===== config.mk =====
export PLATFORM = sky130hd
export DESIGN_NAME = uart_rx
export DESIGN_NICKNAME = d
export VERILOG_FILES = /design/src/rtl/uart_rx.sv
export SDC_FILE = /design/constraint.sdc
export NUM_CORES = 1
export LEC_CHECK = 0
export CORE_UTILIZATION = 33
export DETAILED_ROUTE_END_ITERATION = 10
export HOLD_SLACK_MARGIN = 0.05
export MAX_ROUTING_LAYER = met4
export PLACE_DENSITY = 0.53
export SLEW_MARGIN = 40
export SYNTH_ARGS = -nofsm -noshare
export SYNTH_HDL_FRONTEND = slang
export SYNTH_SLANG_ARGS = --single-unit

===== constraint.sdc =====
create_clock -name clk -period 2.5 [get_ports clk]
set_clock_uncertainty 0.15 [all_clocks]
set_input_delay 0.625 -clock clk [delete_from_list [all_inputs] [get_ports clk]]
set_output_delay 0.625 -clock clk [all_outputs]
set_load 0.02 [all_outputs]

===== src/rtl/uart_rx.sv =====
// UART receive deserialiser: 16x-oversampled start/8 data/optional parity/stop framing.
// Reports each frame with a one-cycle rx_done strobe plus parity and framing error flags.
module uart_rx #(
  parameter int unsigned OVERSAMPLE  = 16,
  parameter int unsigned SYNC_STAGES = 2
) (
  input  logic       clk,
  input  logic       a_resetn,
  input  logic       b_tick,
  input  logic       rx,
  input  logic [1:0] parity,
  output logic [7:0] rx_data,
  output logic       rx_done,
  output logic       parity_err,
  output logic       frame_err,
  output logic       rx_busy
);

  localparam int unsigned TICK_W = $clog2(OVERSAMPLE);
  localparam logic [TICK_W-1:0] TICK_MID  = TICK_W'(OVERSAMPLE / 2 - 1);
  localparam logic [TICK_W-1:0] TICK_LAST = TICK_W'(OVERSAMPLE - 1);
  localparam logic [TICK_W-1:0] TICK_ONE  = TICK_W'(1);

  localparam logic [2:0] S_IDLE   = 3'd0;
  localparam logic [2:0] S_START  = 3'd1;
  localparam logic [2:0] S_DATA   = 3'd2;
  localparam logic [2:0] S_PARITY = 3'd3;
  localparam logic [2:0] S_STOP   = 3'd4;

  localparam logic [1:0] PAR_ODD  = 2'b01;
  localparam logic [1:0] PAR_EVEN = 2'b10;

  logic [SYNC_STAGES-1:0] sync_q;
  logic                   rx_s;

  logic [2:0]        state_q, state_d;
  logic [TICK_W-1:0] tick_q, tick_d;
  logic [2:0]        bit_q, bit_d;
  logic [7:0]        shift_q, shift_d;
  logic              acc_q, acc_d;
  logic [1:0]        par_mode_q, par_mode_d;
  logic              par_flag_q, par_flag_d;
  logic              armed_q, armed_d;
  logic [7:0]        rx_data_d;
  logic              rx_done_d, parity_err_d, frame_err_d, rx_busy_d;

  // Metastability synchroniser; flops idle high like the line itself.
  always_ff @(posedge clk or negedge a_resetn) begin
    if (!a_resetn) sync_q <= '1;
    else           sync_q <= {sync_q[SYNC_STAGES-2:0], rx};
  end

  assign rx_s = sync_q[SYNC_STAGES-1];

  always_ff @(posedge clk or negedge a_resetn) begin
    if (!a_resetn) begin
      state_q    <= S_IDLE;
      tick_q     <= '0;
      bit_q      <= '0;
      shift_q    <= '0;
      acc_q      <= 1'b0;
      par_mode_q <= 2'b00;
      par_flag_q <= 1'b0;
      armed_q    <= 1'b1;
      rx_data    <= 8'h00;
      rx_done    <= 1'b0;
      parity_err <= 1'b0;
      frame_err  <= 1'b0;
      rx_busy    <= 1'b0;
    end else begin
      state_q    <= state_d;
      tick_q     <= tick_d;
      bit_q      <= bit_d;
      shift_q    <= shift_d;
      acc_q      <= acc_d;
      par_mode_q <= par_mode_d;
      par_flag_q <= par_flag_d;
      armed_q    <= armed_d;
      rx_data    <= rx_data_d;
      rx_done    <= rx_done_d;
      parity_err <= parity_err_d;
      frame_err  <= frame_err_d;
      rx_busy    <= rx_busy_d;
    end
  end

  always_comb begin
    state_d      = state_q;
    tick_d       = tick_q;
    bit_d        = bit_q;
    shift_d      = shift_q;
    acc_d        = acc_q;
    par_mode_d   = par_mode_q;
    par_flag_d   = par_flag_q;
    armed_d      = armed_q;
    rx_data_d    = rx_data;
    rx_done_d    = 1'b0;
    parity_err_d = parity_err;
    frame_err_d  = frame_err;

    case (state_q)
      S_IDLE: begin
        tick_d = '0;
        bit_d  = '0;
        if (rx_s) armed_d = 1'b1;
        // A tick coinciding with this edge is deliberately not counted.
        if (armed_q && !rx_s) begin
          state_d    = S_START;
          acc_d      = 1'b0;
          par_flag_d = 1'b0;
          par_mode_d = parity;
        end
      end
      S_START: begin
        if (b_tick) begin
          if (tick_q == TICK_MID) begin
            tick_d  = '0;
            state_d = rx_s ? S_IDLE : S_DATA;
          end else begin
            tick_d = tick_q + TICK_ONE;
          end
        end
      end
      S_DATA: begin
        if (b_tick) begin
          if (tick_q == TICK_LAST) begin
            tick_d  = '0;
            shift_d = {rx_s, shift_q[7:1]};
            acc_d   = acc_q ^ rx_s;
            bit_d   = bit_q + 3'd1;
            if (bit_q == 3'd7) begin
              state_d = (par_mode_q == PAR_ODD || par_mode_q == PAR_EVEN) ? S_PARITY : S_STOP;
            end
          end else begin
            tick_d = tick_q + TICK_ONE;
          end
        end
      end
      S_PARITY: begin
        if (b_tick) begin
          if (tick_q == TICK_LAST) begin
            tick_d     = '0;
            par_flag_d = (par_mode_q == PAR_ODD) ? (rx_s != ~acc_q) : (rx_s != acc_q);
            state_d    = S_STOP;
          end else begin
            tick_d = tick_q + TICK_ONE;
          end
        end
      end
      S_STOP: begin
        if (b_tick) begin
          if (tick_q == TICK_LAST) begin
            tick_d       = '0;
            rx_data_d    = shift_q;
            parity_err_d = par_flag_q;
            frame_err_d  = ~rx_s;
            rx_done_d    = 1'b1;
            state_d      = S_IDLE;
            // Disarm on a low stop bit so a break cannot retrigger.
            if (!rx_s) armed_d = 1'b0;
          end else begin
            tick_d = tick_q + TICK_ONE;
          end
        end
      end
      default: begin
        state_d = S_IDLE;
        tick_d  = '0;
        bit_d   = '0;
      end
    endcase

    rx_busy_d = (state_d != S_IDLE);
  end

endmodule


Yosys cells after proc, flatten, opt, wreduce, memory -nomap -nowiden
Cells that the tools add are included.
{ "totals": {"out_inout_bits": 12, "register_bits": 37, "inputBits": 6} }
{ "classes": {"reduce_logical": 18, "eq_ne": 22, "bitwise": 4, "mux": 37, "add_sub_neg": 2} }
{ "ops": {"columns": ["cell", "n"], "rows": [
  ["3-bit two-way mux", 13],
  ["2-bit inequality test, second input constant", 10],
  ["4-bit two-way mux", 4],
  ["3-bit one-hot mux with 5 select lines", 1],
  ["1-bit two-way mux", 13],
  ["3-bit AND reduction", 3],
  ["4-bit one-hot mux with 2 select lines", 1],
  ["4-bit AND reduction", 2],
  ["3-bit by 2-bit equality test with 1-bit output, second input constant", 2],
  ["3-bit equality test, second input constant", 2],
  ["1-bit one-hot mux with 2 select lines", 3],
  ["3-bit one-hot mux with 2 select lines", 1],
  ["2-bit nonzero test", 3],
  ["3-bit OR reduction", 2],
  ["5-bit AND reduction", 1],
  ["4-bit by 1-bit adder with 4-bit output, second input constant", 1],
  ["4-bit by 3-bit equality test with 1-bit output, second input constant", 1],
  ["4-bit equality test, second input constant", 1],
  ["2-bit AND reduction", 2],
  ["3-bit by 1-bit adder with 3-bit output, second input constant", 1],
  ["3-bit by 1-bit equality test with 1-bit output, second input constant", 1],
  ["3-bit logical NOT", 1],
  ["1-bit inverter", 3],
  ["3-bit nonzero test", 1],
  ["9 further kinds", 10]
]} }

Depth between registers and ports, before layout
{ "depth": {"word_depth": 8, "depth_mapped": 7} }

Worst setup path before layout
OpenSTA, ideal clock, no wires.
{ "synth_timing": {"path_kind": "reg2reg", "start": "register tick_q[0]", "end": "register rx_data[0]", "slack_ns": 0.529, "t_required_ns": 2.225, "arrival_ns": 1.696, "path_stages_with_launch": 7, "path_cell_list": "dfrtp_1 ha_1 nand4_4 or3b_1 buf_2 buf_6 mux2_4"} }
{ "synth_via": {"elab_chain_cells": 2} }
{ "synth_lines": {"columns": ["item", "line", "rtl"], "rows": [
  ["from (decl)", "37", "logic [TICK_W-1:0] tick_q, tick_d;"],
  ["from (signal assigned)", "72", "tick_q <= tick_d;"],
  ["4-bit equality test", "152", "if (tick_q == TICK_LAST) begin"],
  ["3-bit AND reduction (no line)", null, null],
  ["to (signal assigned)", "79", "rx_data <= rx_data_d;"],
  ["to (decl)", "12", "output logic [7:0] rx_data,"]
]} }
No other way between the ends.
A chain may end at the register's enable or synchronous reset.

Final worst setup path
{ "layout_timing": {"start": "input port b_tick", "end": "register rx_data[3]"} }
{ "layout_via": {"elab_chain_cells": 1} }
{ "layout_lines": {"columns": ["item", "line", "rtl"], "rows": [
  ["from (decl)", "9", "input logic b_tick,"],
  ["3-bit AND reduction (no line)", null, null]
]} }
No other way between the ends.

==> parameters.txt <==
Parameter                              Value

Run status
  Outcome ... finished clean

Setup path
  Element type at the critical path end ... register
  Ordered cell list for the critical path ... clkdlybuf4s50_1 > nand4_4 > or3b_1 > buf_4 > mux2_4
  Cell with the largest stage delay on the worst path ... sky130_fd_sc_hd__clkdlybuf4s50_1
  Crit path max fanout ... 13
  CP arrival ... 2.17 ns
  Setup CP Type ... in2reg
  CP Data Required Time ... 2.52 ns
  Nature of the critical path startpoint ... primary input
  Delay of the slowest critical-path stage ... 0.52 ns

Floorplan
  Initial standard-cell utilization of the core ... 0.354
  Rows ... 25
  Horiz. Die Dim ... 74.4 µm
  Die outline area ... 0.00553 mm²
  Total core area ... 0.00488 mm²
  Top-level I/O count ... 18
  Y dimension of the die ... 74.4 µm

Logic synthesis
  Number of different library cells in the post-synthesis netlist ... 40
  Number of flops mapped to enable cells by yosys ... 0
  Dominant synthesized flop cell ... sky130_fd_sc_hd__dfrtp_1
  Post-synthesis register bit count ... 37
  Syn Std Cell Area ... 0.00173 mm²
  Count of mapped cells out of synthesis ... 146
  Share of synthesized registers carrying an async set or reset ... 1.00
  Average instance area after synthesis ... 11.8 µm²
  Sequential area share after synthesis ... 0.538
  Number of synthesis warnings ... 0
  Synthesized Nets ... 156

Clocking
  Clock insertion delay at the later pin of the skew report ... 0.29 ns
  Post-cts resize count ... 0
  Total number of clock tree sinks ... 37
  Post-CTS Hold Buffers ... 0
  Number of CTS-inserted buffers ... 5
  Depth of the CTS H-tree ... 2
  CTS tree ... done
  Setup fix buffers added after clock tree synthesis ... 0
  Clk Tree Root Cell ... sky130_fd_sc_hd__clkbuf_8
  Maximum number of buffers from clock root to sink ... 2
  Clock edge transition at the registers on the reported setup and hold paths ... 0.08 ns

Route
  Antenna-violating nets left ... 0
  DR WL/cell ... 13.7 µm
  Number of vias after detailed routing ... 1145
  Post-detailed-route DRC marker count ... 0
  Avg Vias per Cell ... 4.91
  Number of violations reported at the end of detailed-routing iteration 0 ... 57
  First drt pass iteration count ... 4
  Total Routed Length ... 3190 µm

Finish
  # diodes ... 0
  # fillers ... 475
  Area of all placed cells without fillers ... 0.00210 mm²
  Fraction of layout cells with a size suffix above 1 ... 0.223
  Count of nets after finishing ... 175
  Final Non-Filler Cells ... 233
  Highest-count cells in the layout ignoring fill and taps ... sky130_fd_sc_hd__dfrtp_1, sky130_fd_sc_hd__clkdlybuf4s50_1, sky130_fd_sc_hd__nand2_1
  FF/Latch Area ... 930 µm²
  Core Util, Final ... 0.430
  Most frequent standard cell in the layout excluding fill and tap cells ... sky130_fd_sc_hd__dfrtp_1
  Total area of multi-input combinational cells ... 737 µm²
  Synthesis-to-finish area growth ... 21.4%

Global routing
  Vias in the first global route ... 1172
  Wire length of the first global-routing pass ... 5400 µm
  Remaining global-route overflow ... 0
  GRT Total Usage ... 0.137
  Number of antenna violations at the first check in global routing ... 0
  Largest net degree at the start of global routing ... 38

Timing
  Unrepaired setup endpoints after global routing ... false
  Setup TNS ... 0 ns
  Worst setup margin ... 0.353 ns
  Setup Viol. Count Final ... 0
  F_max ... 466 MHz
  Pin slew with the least headroom to its limit ... 0.612 ns
  Post-route minimum period ... 2.15 ns
  Number of max-slew violations in the final report ... 0
  Fraction of the cycle the final worst path needs ... 0.859
  Worst slew slack as a fraction of its limit ... 0.592
  WHS ... 0.136 ns
  Total count of hold-check failures in the final report ... 0

Placement
  Final Wtd Congestion ... 0.802
  Number of cells in the design after placement ... 225
  Worst setup timing slack at the placement stage ... 0.0405 ns
  Placed cell area ... 0.00198 mm²
  DPL Wire Length ... 2210 µm
  Port buffer count ... 17

Power and ir drop
  Portion of total power attributed to combinational logic ... 0.222
  Total power divided by cell area ... 812 mW/mm²
  Switching power of the nets ... 0.553 mW
  Overall Power ... 1.71 mW
  Sequential group share of total power ... 0.471
  Fraction of power consumed by the clock network ... 0.307
  Peak supply drop ... 0.000559 V
  Leakage power summed over all cells ... 0.947 nW
  Internal power ... 1.15 mW
  Switching power share of the total ... 0.324

Min path
  HP Class ... in2async

Flow run
  Number of maximum-capacitance constraint violations ... 0
state kept, by name, indices dropped and copies added, names as in the netlist:
register / count
parity_err: 1
shift_q: 8
rx_done: 1
sync_q: 2
frame_err: 1
rx_busy: 1
acc_q: 1
tick_q: 4
par_mode_q: 2
armed_q: 1
state_q: 3
bit_q: 3
rx_data: 8
par_flag_q: 1
critical path, delay by kind of cell:
kind,cells,cell delay (ns)
buffers and inverters,2,0.73
and+or+nand+nor,2,0.49
muxes,1,0.31
cell type report:
class                           count  share of cell area
Tap cell                           67              0.0399
Sequential cell                    37               0.443
Clock buffer                        5              0.0328
Clock inverter                      3              0.0221
Timing Repair Buffer               21               0.106
Inverter                            3             0.00536
Multi-Input combinational cell     97               0.351
cells by family after synthesis:
family,count (synthesis),share of synthesized area
AND/OR/NAND/NOR,44,0.152
flip-flops,37,0.538
AO/OA/AOI/OAI,28,0.104
multiplexers,17,0.121
buffers and inverters,12,0.0362
XOR/XNOR,4,0.0203
adder cells (fa/ha/maj),4,0.0289
layer usage:
layer / vias up / GRT usage / routed length (µm)
met5: - / - / 0
met4: 0 / 0.0629 / 51
met3: 6 / 0.0501 / 85
met2: 16 / 0.214 / 1590
met1: 563 / 0.156 / 1470
li1: 560 / - / -
power by group through the flow:
stage | registers, mW | logic, mW | clock network [mW]
finish | 0.803 | 0.378 | 0.524
global route | 0.820 | 0.427 | 0.563
CTS | 0.803 | 0.382 | 0.539
detailed placement | 0.814 | 0.381 | 0
global placement | 0.808 | 0.363 | 0
floorplan | 0.743 | 0.348 | 0
synth_stat cells (2+ instances only):
| cell type | count | area (µm²) |
|---|---|---|
| sky130_fd_sc_hd__nor3_1 | 6 | 30.0 |
| sky130_fd_sc_hd__clkbuf_1 | 5 | 18.8 |
| sky130_fd_sc_hd__dfrtp_1 | 34 | 851 |
| sky130_fd_sc_hd__dfstp_2 | 3 | 78.8 |
| sky130_fd_sc_hd__a22oi_1 | 2 | 15.0 |
| sky130_fd_sc_hd__ha_1 | 4 | 50.1 |
| sky130_fd_sc_hd__a21oi_1 | 5 | 25.0 |
| sky130_fd_sc_hd__nand3b_1 | 2 | 15.0 |
| sky130_fd_sc_hd__buf_6 | 2 | 22.5 |
| sky130_fd_sc_hd__mux2_2 | 11 | 124 |
| sky130_fd_sc_hd__nand2b_1 | 3 | 18.8 |
| sky130_fd_sc_hd__nand2_1 | 12 | 45.0 |
| sky130_fd_sc_hd__nor2_1 | 4 | 15.0 |
| sky130_fd_sc_hd__nand3_1 | 4 | 20.0 |
| sky130_fd_sc_hd__nor2b_1 | 2 | 12.5 |
| sky130_fd_sc_hd__buf_2 | 2 | 10.0 |
| sky130_fd_sc_hd__mux2_4 | 5 | 75.1 |
| sky130_fd_sc_hd__xnor2_1 | 2 | 17.5 |
| sky130_fd_sc_hd__o2bb2ai_1 | 3 | 26.3 |
| sky130_fd_sc_hd__inv_1 | 3 | 11.3 |
| sky130_fd_sc_hd__or3_1 | 2 | 12.5 |
| sky130_fd_sc_hd__a21o_1 | 2 | 15.0 |
| sky130_fd_sc_hd__xor2_1 | 2 | 17.5 |
| sky130_fd_sc_hd__o21ai_0 | 9 | 45.0 |
| sky130_fd_sc_hd__or2_2 | 2 | 12.5 |
final timing paths:
path,startpoint,slack (ns),cells after the start,end
min in group clk,sync_q[0],0.21,0,sync_q[1]
max in group asynchronous,a_resetn,1.71,1,sync_q[1]
worst max register to register,state_q[2],0.38,4,rx_data[3]
worst min register to register,sync_q[0],0.21,0,sync_q[1]
worst max-delay path,b_tick,0.35,5,rx_data[3]
worst min-delay path,a_resetn,0.14,1,shift_q[6]
(Power assumes the default switching activity.)
